[src/rtl/rv_pkg.sv]
// Shared encodings for the writeback path: datapath width, writeback source
// select and load funct3 values.
package rv_pkg;

  localparam int XLEN = 32;

  typedef enum logic [1:0] {
    WB_SEL_ALU  = 2'b00,
    WB_SEL_LOAD = 2'b01,
    WB_SEL_PC4  = 2'b10,
    WB_SEL_RSVD = 2'b11
  } wb_sel_e;

  localparam logic [2:0] F3_LB  = 3'b000;
  localparam logic [2:0] F3_LH  = 3'b001;
  localparam logic [2:0] F3_LW  = 3'b010;
  localparam logic [2:0] F3_LBU = 3'b100;
  localparam logic [2:0] F3_LHU = 3'b101;

endpackage

[src/rtl/load_extend.sv]
// Picks the addressed byte/halfword out of a raw memory word and sign- or
// zero-extends it to the datapath width.
module load_extend
  import rv_pkg::*;
#(
  parameter int XLEN = rv_pkg::XLEN
) (
  input  logic [XLEN-1:0] raw,
  input  logic [1:0]      offset,
  input  logic [2:0]      funct3,
  output logic [XLEN-1:0] ext
);

  logic [7:0]  byte_sel;
  logic [15:0] half_sel;

  always_comb begin
    byte_sel = raw[{offset, 3'b000} +: 8];
    half_sel = offset[1] ? raw[31:16] : raw[15:0];
    ext      = '0;
    unique case (funct3)
      F3_LB:   ext = {{(XLEN-8){byte_sel[7]}}, byte_sel};
      F3_LBU:  ext = {{(XLEN-8){1'b0}}, byte_sel};
      F3_LH:   ext = {{(XLEN-16){half_sel[15]}}, half_sel};
      F3_LHU:  ext = {{(XLEN-16){1'b0}}, half_sel};
      F3_LW:   ext = raw;
      default: ext = '0;
    endcase
  end

endmodule

[src/rtl/mem_wb_writeback.sv]
// MEM/WB pipeline register: selects the writeback source, drives the
// register bank write port and counts retired instructions.
module mem_wb_writeback
  import rv_pkg::*;
#(
  parameter int XLEN  = rv_pkg::XLEN,
  parameter int CNT_W = 64
) (
  input  logic             clk,
  input  logic             reset,
  input  logic             mem_valid,
  input  logic             mem_reg_write,
  input  logic [4:0]       mem_rd,
  input  logic [1:0]       mem_wb_sel,
  input  logic [2:0]       mem_funct3,
  input  logic [XLEN-1:0]  mem_alu_result,
  input  logic [XLEN-1:0]  mem_load_data,
  input  logic [XLEN-1:0]  mem_pc_plus4,
  input  logic             stall,
  input  logic             flush,
  output logic             wb_valid,
  output logic             wb_reg_write,
  output logic [4:0]       wb_rd,
  output logic [XLEN-1:0]  wb_write_data,
  output logic [CNT_W-1:0] instret
);

  logic [XLEN-1:0] load_val;
  logic [XLEN-1:0] wb_next;

  load_extend #(.XLEN(XLEN)) u_load_extend (
    .raw    (mem_load_data),
    .offset (mem_alu_result[1:0]),
    .funct3 (mem_funct3),
    .ext    (load_val)
  );

  always_comb begin
    wb_next = '0;
    unique case (wb_sel_e'(mem_wb_sel))
      WB_SEL_ALU:  wb_next = mem_alu_result;
      WB_SEL_LOAD: wb_next = load_val;
      WB_SEL_PC4:  wb_next = mem_pc_plus4;
      default:     wb_next = '0;
    endcase
  end

  // Flush beats stall so a squashed instruction never writes back.
  always_ff @(posedge clk or posedge reset) begin
    if (reset) begin
      wb_valid      <= 1'b0;
      wb_reg_write  <= 1'b0;
      wb_rd         <= '0;
      wb_write_data <= '0;
      instret       <= '0;
    end else if (flush) begin
      wb_valid      <= 1'b0;
      wb_reg_write  <= 1'b0;
      wb_rd         <= '0;
      wb_write_data <= '0;
    end else if (!stall) begin
      wb_valid      <= mem_valid;
      wb_reg_write  <= mem_valid & mem_reg_write & (mem_rd != 5'd0);
      wb_rd         <= mem_rd;
      wb_write_data <= wb_next;
      if (mem_valid) instret <= instret + 1'b1;
    end
  end

endmodule

[config.mk]
export PLATFORM = sky130hd
export DESIGN_NAME = mem_wb_writeback
export DESIGN_NICKNAME = d
export VERILOG_FILES = /design/src/rtl/rv_pkg.sv /design/src/rtl/load_extend.sv /design/src/rtl/mem_wb_writeback.sv
export SDC_FILE = /design/constraint.sdc
export NUM_CORES = 1
export LEC_CHECK = 0
export CORE_ASPECT_RATIO = 1.25
export CORE_MARGIN = 2
export CORE_UTILIZATION = 48
export CTS_CLUSTER_SIZE = 8
export DETAILED_ROUTE_END_ITERATION = 10
export PLACE_DENSITY_LB_ADDON = 0.3
export SLEW_MARGIN = 20
export SYNTH_ARGS = -nofsm -noshare
export SYNTH_HDL_FRONTEND = slang
export SYNTH_SLANG_ARGS = --single-unit
[constraint.sdc]
create_clock -name clk -period 7.7 [get_ports clk]
set_clock_uncertainty 0.05 [all_clocks]
set_input_delay 1.155 -clock clk [delete_from_list [all_inputs] [get_ports clk]]
set_output_delay 1.155 -clock clk [all_outputs]
set_load 0.05 [all_outputs]
# Word level (Yosys, flattened, before mapping)
# Cells that the tools add are included.
# op_classes
n_addsub	1
n_eq_ne	7
shift	1
muxes	11
bitwise	4
n_reduce_logical	4
# op_table
cell	count
one-hot mux 32 bit (5 select lines)	1
one-hot mux 32 bit (3 select lines)	1
adder 64 x 1 -> 64 bit, second input constant	1
2-to-1 mux 32 bit	2
variable part select 32 x 6 -> 8 bit	1
2-to-1 mux 16 bit	1
2-to-1 mux 5 bit	2
equality test 3 bit, second input constant	2
nonzero test 5 bit	1
2-to-1 mux 1 bit	4
equality test 3 x 1 -> 1 bit, second input constant	1
equality test 3 x 2 -> 1 bit, second input constant	1
zero test 3 bit	1
AND reduction 3 bit	1
bitwise AND 1 bit	2
equality test 2 x 1 -> 1 bit, second input constant	1
equality test 2 bit, second input constant	1
zero test 2 bit	1
!= test 2 x 1 -> 1 bit, second input constant	1
NOT 1 bit	2
# word_totals
regBits	103
in_bits	112
wordCells	33

# Longest topological paths before layout
# logic_depth
ltp_word	5
mapped_depth	7

# Hierarchy
# From an unflattened synthesis, not the netlist that was laid out.
# unflattened
cells_unflattened	584
area_unflattened_um2	5879.4
# by_module_without_submodules
mod	instances	cells_each	area_per_inst_um2	seq_area_each_um2
mem_wb_writeback	1	475	5067.4	2577.5
load_extend	1	109	812.0	0.0

# Worst setup path before layout
# No wires, ideal clock.
# synth_path
kind	input -> register
start	input flush
end	register instret[39]
setup_ps	141
t_arrival_ps	2598
path_slack_ps	4911
stages	7
path_buffers	2
path_cell_list	or3b_1 -> buf_2 -> nor4_4 -> and4_1 -> buf_4 -> nand4_1 -> xnor2_1
# synth_via
elab_chain_len	2
# synth_lines
item	line	source
start: declaration	mem_wb_writeback.sv:20	input logic flush,
NOT 1 bit (no line)	-	
AND reduction 3 bit (no line)	-	
end signal: assignment	mem_wb_writeback.sv:66	if (mem_valid) instret <= instret + 1'b1;
end: declaration	mem_wb_writeback.sv:25	output logic [CNT_W-1:0] instret
# Every way passes these cells.
# A chain may end at the register's enable or synchronous reset.

# Final worst setup path
# layout_path
start	input stall
end	register instret[59]
# layout_via
elab_chain_len	2
# layout_lines
item	line	source
start: declaration	mem_wb_writeback.sv:19	input logic stall,
NOT 1 bit (no line)	-	
AND reduction 3 bit (no line)	-	
# Every way passes these cells.

==> summary.log <==
[outcome] status completed
[drt] DR vias/cell 5.94
[critical_path] delay-heaviest family, CP simple AND/OR/NAND/NOR gates
[clocking] clock slew at the register clock pins of the worst setup and hold paths 0.07 ns
[power] internal power 0.000994 W
[clocking] number of clock sinks 103
[floorplan] Ports 215
[timing] Period Utilization, post-route 45.8%
[global_route] total routing resource utilization after global routing 27.2%
[power] relative contribution of sequential cells to total power 42.2%
[timing] highest clock rate 0.284 GHz
[clocking] TritonCTS clock tree yes
[timing] measured slew at the worst slew-check pin 0.885 ns
[logic_synthesis] number of enable flip-flop cells after synthesis 0
[drt] number of vias after detailed routing 5120
[logic_synthesis] nets in the synthesized netlist 637
[power] worst vdd rail ir drop 0.000126 V
[floorplan] floorplan core area 0.0112 sq mm
[logic_synthesis] Syn Inst Count 524
[clocking] clock buffer count from CTS 9
[layout] fraction of final layout cells with drive strength greater than 1 8.80%
[layout] total non-filler cell area in the finished layout 0.00809 sq mm
[power] switching pwr 0.000409 W
[power] leakage power of the design 3.49 nW
[logic_synthesis] count of cell types in the netlist 43
[global_route] first-pass GRT wire length 26000 um
[clocking] number of H-tree levels 3
[layout] commonest non-fill, non-tap cell in the layout clkdlybuf4s50_1
[drt] final wirelength 17100 um
[critical_path] cell with the largest stage delay on the worst path clkdlybuf4s50_1
[floorplan] FP Rows 43
[critical_path] class of the most critical setup path in -> reg
[placed_design] port buffer count 214
[global_route] antenna violations before repair 0
[hold_path] type of the most critical hold path reg -> reg
[logic_synthesis] number of flip-flops and latches in the synthesized netlist 103
[power] overall power 0.00140 W
[timing] unrepaired setup endpoints after global routing false
[drt] antenna viol nets, final 0
[logic_synthesis] count of warnings emitted by yosys 0
[drt] DRC violation count after routing 0
[logic_synthesis] average instance area after synthesis 10.5 sq um
[layout] number of antenna diodes 0
[critical_path] Worst Path Required 7.91 ns
[placed_design] standard cell area after detailed placement 0.00775 sq mm
[placed_design] routability congestion estimate 0.855
[timing] max-slew headroom at the worst pin 40.8%
[clocking] post-cts resize count 0
[clocking] maximum root-to-sink buffer count 2
[critical_path] CP max FO 12
[logic_synthesis] most used flip-flop cell after synthesis dfrtp_1
[clocking] cell at the root of the clock tree clkbuf_16
[power] share of power burned in combinational logic 21.9%
[power] P per Cell Area 174 mW/mm^2
[floorplan] chip height 124 um
[clocking] hold buffer count at cts 0
[critical_path] total buffers and inverters traversed by the critical path 1
[layout] most frequent cells in the layout clkdlybuf4s50_1, dfrtp_1, nand2_1
[global_route] GRT overflow 0
[placed_design] half-perimeter wire length of the detailed placement result 12700 um
[critical_path] crit path DAT 3.74 ns
[power] part of the total power dissipated in the clock network 35.9%
[clocking] Clock Latency Late Sink 0.34 ns
[layout] final-stage net count 835
[critical_path] startpoint types input port
[flow_run] count of maximum capacitance violations 0
[drt] wire per inst 19.8 um
[power] net switching share of the total power 29.2%
[timing] final critical-path required period 3.53 ns
[timing] final setup TNS 0 ns
[logic_synthesis] Cell Area, Synth 0.00553 sq mm
[critical_path] cell-by-cell listing of the critical path clkdlybuf4s50_1 > or3b_1 > nor3_4 > nand4_2 > nor4_1 > xor2_1
[timing] Worst Hold Margin 0.422 ns
[floorplan] starting density of the core 49.4%
[drt] Detailed Routing Iterations Pass 1 6
[floorplan] horizontal die dimension 100 um
[clocking] number of buffers inserted by post-CTS setup repair 0
[global_route] maximum number of pins on one net before global-route repair 72
[timing] final number of setup-violating endpoints 0
[global_route] vias in the first global route 5209
[floorplan] die outline area 0.0124 sq mm
[critical_path] CP Capture Type register
[drt] First DRT Iteration DRCs 233
[critical_path] Largest stage delay, worst path 0.66 ns
[timing] count of final hold-check violations 0
[logic_synthesis] asr flop ratio synth 100%
[timing] Final Max Tran Viols 0
[logic_synthesis] sequential cell area fraction in the yosys report 46.6%
[layout] Layout area overhead 46.3%
area by class of cell:
| type | instances | area, sq um |
|---|---|---|
| timing repair buffer | 217 | 2160 |
| inverter | 7 | 28.8 |
| clock buffer | 10 | 239 |
| tap | 135 | 169 |
| sequential | 103 | 2580 |
| multi-input combinational | 384 | 2820 |
| fill | 827 | 3110 |
| clock inverter | 6 | 91.3 |
registers in the layout, indices dropped and copies added, names as in the netlist:
register / cells
instret: 64
wb_valid: 1
wb_rd: 5
wb_reg_write: 1
wb_write_data: 32
path summary, 6_finish.rpt:
| path | start | to | slack, ns | cells after the start |
|---|---|---|---|---|
| worst min register to register | instret[63]$_DFFE_PP0P_ | instret[63]$_DFFE_PP0P_ | 0.42 | 1 |
| max in group asynchronous | reset | instret[21]$_DFFE_PP0P_ | 5.26 | 3 |
| min in group asynchronous | reset | wb_write_data[2]$_DFFE_PP0P_ | 1.12 | 2 |
| worst max register to register | instret[23]$_DFFE_PP0P_ | instret[59]$_DFFE_PP0P_ | 5.29 | 5 |
| worst max-delay path | stall | instret[59]$_DFFE_PP0P_ | 4.17 | 6 |
| worst min-delay path | instret[63]$_DFFE_PP0P_ | instret[63]$_DFFE_PP0P_ | 0.42 | 1 |
power groups by stage:
stage | Sequential [W] | Combinational (W) | Clock [W]
after global routing | 0.000594 | 0.000324 | 0.000530
final | 0.000592 | 0.000308 | 0.000503
after detailed placement | 0.000601 | 0.000307 | 0
after CTS | 0.000591 | 0.000308 | 0.000509
after global placement | 0.000600 | 0.000301 | 0
after floorplan | 0.000679 | 0.0000883 | 0
logic make-up after synthesis:
group,share of synthesized area [%]
simple gates,19.1
flops,46.6
compound gates,11.4
fa+ha+maj,0.226
xor+xnor,9.98
mux,9.94
buf+inv,2.74
per-stage QoR:
step / utilization [%] / instances / worst slack (ns)
floorplan: - / 524 / 3.79
global placement: 69.2 / 846 / 3.97
detailed placement: 69.2 / 846 / 3.84
CTS: 72.2 / 862 / 4.18
global route: 72.2 / 862 / 4.04
finish: 72.2 / 862 / 4.17
per-layer routing:
layer	vias up	GRT usage, %	share of wire (%)
li1	2329	-	-
met1	2485	30.9	36
met2	271	49.2	54
met3	35	6.57	7.8
met4	0	11.0	2.7
met5	-	0	0
cells in the mapped netlist (all sizes together) (9+ instances only):
library cell    n  area share, %
a221o          24            4.3
nor2           18            1.2
nand2          52            3.5
xor2           28            4.4
nor3           20            2.1
and3           19            2.2
xnor2          35            5.5
clkbuf         23            1.6
a21oi          25            2.3
dfrtp         103             47
and4            9            1.4
mux2           25            5.1
nand4          13            1.6
nand3          31            3.0
mux2i          20            3.6
a22oi          16            2.2
(Power assumes the default switching activity.)
